--- config.mk ---
export PLATFORM = sky130hd
export DESIGN_NAME = multicycle_left_shifter_4b
export DESIGN_NICKNAME = d
export VERILOG_FILES = /design/src/rtl/multicycle_left_shifter_4b.sv
export SDC_FILE = /design/constraint.sdc
export NUM_CORES = 1
export LEC_CHECK = 0
export ABC_AREA = 1
export BUFFER_PORTS_ARGS = -buffer_cell sky130_fd_sc_hd__buf_2
export CORE_MARGIN = 2
export CORE_UTILIZATION = 45
export CTS_CLUSTER_SIZE = 14
export DETAILED_ROUTE_END_ITERATION = 16
export PLACE_DENSITY = 0.72
export SYNTH_ARGS = -nofsm -noshare
export SYNTH_HDL_FRONTEND = slang
export SYNTH_SLANG_ARGS = --single-unit
--- constraint.sdc ---
create_clock -name clk -period 1.3 [get_ports clk]
set_input_delay 0.13 -clock clk [delete_from_list [all_inputs] [get_ports clk]]
set_output_delay 0.13 -clock clk [all_outputs]
set_load 0.02 [all_outputs]
--- src/rtl/multicycle_left_shifter_4b.sv ---
// Multicycle left shifter: one bit per clock, with a fill bit, the last bit shifted out,
// and a sticky overflow flag. A three-state FSM sequences load, shift and a one-cycle done pulse.
module multicycle_left_shifter_4b #(
  parameter int WIDTH = 4
) (
  input  logic             clk,
  input  logic             rst,
  input  logic             start,
  input  logic [WIDTH-1:0] in,
  input  logic [2:0]       amt,
  input  logic             cin,
  output logic [WIDTH-1:0] out,
  output logic             cout,
  output logic             ovf,
  output logic             busy,
  output logic             done
);

  typedef enum logic [1:0] {
    IDLE  = 2'd0,
    SHIFT = 2'd1,
    DONE  = 2'd2
  } state_t;

  state_t           state_reg, state_next;
  logic [WIDTH-1:0] out_reg, out_next;
  logic [2:0]       cnt_reg, cnt_next;
  logic             cin_reg, cin_next;
  logic             cout_reg, cout_next;
  logic             ovf_reg, ovf_next;
  logic [WIDTH-1:0] shifted;

  // One-position left shift with the latched fill bit entering at bit 0.
  assign shifted[0] = cin_reg;
  generate
    for (genvar gi = 1; gi < WIDTH; gi++) begin : g_shift
      assign shifted[gi] = out_reg[gi-1];
    end
  endgenerate

  always_ff @(posedge clk) begin
    if (rst) begin
      state_reg <= IDLE;
      out_reg   <= '0;
      cnt_reg   <= '0;
      cin_reg   <= 1'b0;
      cout_reg  <= 1'b0;
      ovf_reg   <= 1'b0;
    end else begin
      state_reg <= state_next;
      out_reg   <= out_next;
      cnt_reg   <= cnt_next;
      cin_reg   <= cin_next;
      cout_reg  <= cout_next;
      ovf_reg   <= ovf_next;
    end
  end

  always_comb begin
    state_next = state_reg;
    out_next   = out_reg;
    cnt_next   = cnt_reg;
    cin_next   = cin_reg;
    cout_next  = cout_reg;
    ovf_next   = ovf_reg;
    unique case (state_reg)
      IDLE: begin
        if (start) begin
          out_next   = in;
          cnt_next   = amt;
          cin_next   = cin;
          cout_next  = 1'b0;
          ovf_next   = 1'b0;
          state_next = (amt == 3'd0) ? DONE : SHIFT;
        end
      end
      SHIFT: begin
        out_next  = shifted;
        cout_next = out_reg[WIDTH-1];
        ovf_next  = ovf_reg | out_reg[WIDTH-1];
        cnt_next  = cnt_reg - 3'd1;
        if (cnt_reg == 3'd1) begin
          state_next = DONE;
        end
      end
      DONE: begin
        state_next = IDLE;
      end
      default: begin
        state_next = IDLE;
      end
    endcase
  end

  // Handshake outputs are pure state decodes so they never glitch relative to the data.
  assign busy = (state_reg == SHIFT);
  assign done = (state_reg == DONE);
  assign out  = out_reg;
  assign cout = cout_reg;
  assign ovf  = ovf_reg;

endmodule

==> results.json <==
{
  "outcome": "finished, final reports clean",
  "diodes": 0,
  "post_cts_buffers": 1,
  "path_class": "reg2out",
  "routabilityCongestion": 0.711,
  "rsz0062_at_grt": "no",
  "critPathMaxFanout": 5,
  "post-route-period-util": 0.914,
  "area_delta_synth_final_pct": 22.2,
  "slowest_stage": "dfxtp_1",
  "maxCapViolCount": 0,
  "slew_headroom": 0.769,
  "via_count": 608,
  "wl_per_cell_microns": 10.1,
  "ys_seq_area_frac": 0.399,
  "worstMarginPinSlew_ps": 347,
  "coreArea_sq_mm": 0.00127,
  "rr_worst_depth": 4,
  "fp.dieH_microns": 40.6,
  "regToRegEndpoint": "cin_reg$_SDFFE_PP0P_",
  "cts_buffers": 3,
  "clkLatencyLatePin_ps": 260,
  "timing.fmax_ghz": 0.841,
  "grt_pass1_wl_mm": 2.00,
  "root_buffer": "clkbuf_4",
  "dp_hpwl_microns": 948,
  "antenna_found_initial": 0,
  "netlist_area_sq_um": 602,
  "power.density_mw_per_mm2": 1190,
  "synth.distinct_cells": 14,
  "drtIter0Drc": 23,
  "r2r-start": "state_reg[0]$_SDFFE_PP0P_",
  "layout-drive-gt1-share": 0.229,
  "drc": 0,
  "yosys_warnings": 0,
  "hold_end": "cout$_SDFFE_PP0P_",
  "total_leakage_power_nw": 0.384,
  "cp.arrival_ps": 1060,
  "ys_seq_elements": 12,
  "grt_usage": 0.188,
  "grt.overflow.total": 0,
  "final_util": 0.580,
  "clk_pin_slew_worst_paths_ps": 60,
  "hold_depth": 2,
  "r2r_slack_ps": 140,
  "irDropWorstVdd_mv": 0.651,
  "cp-end-kind": "output pin",
  "worstHoldStart": "rst",
  "ctsHoldBuffers": 0,
  "nets": 124,
  "drv_slew": 0,
  "via_per_inst": 4.90,
  "hold_viol_final": 0,
  "cp_cell_sequence": "inv_1, nor2_4, buf_2",
  "period_minus_slack_ps": 1190,
  "cpPeakStageDelay_ps": 420,
  "syn_inst": 88,
  "grt_max_degree": 11,
  "dieArea_sq_mm": 0.00165,
  "skew_ps": 2.76,
  "grt_pass1_vias": 511,
  "io_pins": 19,
  "htreeDepth": 1,
  "placementRows": 13,
  "cts_buffer_depth": 2,
  "cts_resized": 0,
  "die_x_microns": 40.6,
  "drtPass1Iterations": 4,
  "finalSetupViolCount": 0,
  "ant_nets": 0,
  "finalWirelength_mm": 1.25,
  "io_buffer_count": 18,
  "synth_fp_nets": 101,
  "critPathRequiredTime_ps": 1170,
  "initial_core_util": 0.474,
  "cts_sinks": 12,
  "hold_path_class": "in2reg",
  "cts_tree": "yes",
  "syn_area_per_cell_sq_um": 6.84,
  "largest_reg_flops": 4,
  "critPathLaunchType": "flop",
  "tns_ps": 0
}
-- per-layer routing --
metal | vias to the layer above | GRT usage | share of wire
li1 | 318 | - | -
met1 | 270 | 0.236 | 0.46
met2 | 18 | 0.290 | 0.45
met3 | 2 | 0.0500 | 0.076
met4 | 0 | 0.100 | 0.0096
met5 | - | 0 | 0
-- synthesized netlist by cell type --
cell type	number	area, sq um
a21oi_1	4	20.0
and2_1	6	37.5
buf_2	1	5.00
dfxtp_1	12	240
ha_1	2	25.0
inv_1	13	48.8
nand2_1	25	93.8
nand3_1	16	80.1
nor2_1	4	15.0
nor2_2	1	6.26
nor2_4	1	11.3
nor3_1	1	5.00
o21ai_0	1	5.00
o21ai_2	1	8.76
-- per-stage QoR --
stage / setup slack (ps) / hold WS (ps) / instances / instance area, sq um / total power [mW]
6_report: 111 / 50.9 / 124 / 736 / 0.875
5_1_grt: 2.14 / 48.5 / 124 / 736 / 0.938
4_1_cts: 89.8 / 40.4 / 124 / 736 / 0.891
3_5_place_dp: 168 / 325 / 120 / 706 / 0.661
3_3_place_gp: 213 / 321 / 120 / 706 / 0.658
2_1_floorplan: 257 / 199 / 88 / 602 / 0.596
-- critical path: cells and delay by family (launching register included) --
kind / cells / cell delay (ps)
simple gates: 1 / 120
flops: 1 / 420
buf+inv: 2 / 270
-- kinds of logic after synthesis --
logic type,Yosys count,synth area share
and+or+nand+nor,54,0.414
buffers and inverters,14,0.0894
DFF,12,0.399
AOI/OAI and AO/OA,6,0.0561
adders and majority gates,2,0.0416
-- layout by cell type, fill, tap and decap left out --
cell type  count
o21ai_0        1
clkbuf_4       3
buf_2         18
buf_4          1
and2_1         6
dfxtp_1       12
nand3_1       16
o21ai_2        1
nor2_4         1
a21oi_1        4
ha_1           2
nor2_2         1
nor2_1         4
inv_1         13
nand2_1       25
nor3_1         1
-- how the worst max path moves through the flow --
stage	depth (start not counted)	to	startpoint	slack, ps
final	3	busy	state_reg[0]$_SDFFE_PP0P_	110
after global routing	5	state_reg[0]$_SDFFE_PP0P_	state_reg[0]$_SDFFE_PP0P_	2
after detailed placement	4	cin_reg$_SDFFE_PP0P_	state_reg[0]$_SDFFE_PP0P_	170
after CTS	3	busy	state_reg[0]$_SDFFE_PP0P_	90
after floorplan	5	state_reg[1]$_SDFFE_PP0P_	state_reg[0]$_SDFFE_PP0P_	260
after global placement	5	state_reg[0]$_SDFFE_PP0P_	state_reg[0]$_SDFFE_PP0P_	210
-- area by class of cell --
type | count | area [sq um]
sequential | 12 | 240
clock buffer | 3 | 22.5
fill | 120 | 533
inverter | 13 | 48.8
tap | 15 | 18.8
timing repair buffer | 19 | 97.6
multi-input combinational | 62 | 308
-- report_power, final --
| part | leakage, nW | internal, mW | switching, mW |
|---|---|---|---|
| clock | 0.0138 | 0.107 | 0.108 |
| sequential | 0.0986 | 0.401 | 0.0263 |
| combinational | 0.272 | 0.0922 | 0.140 |
No activity file was read; power rests on OpenSTA's default activity.
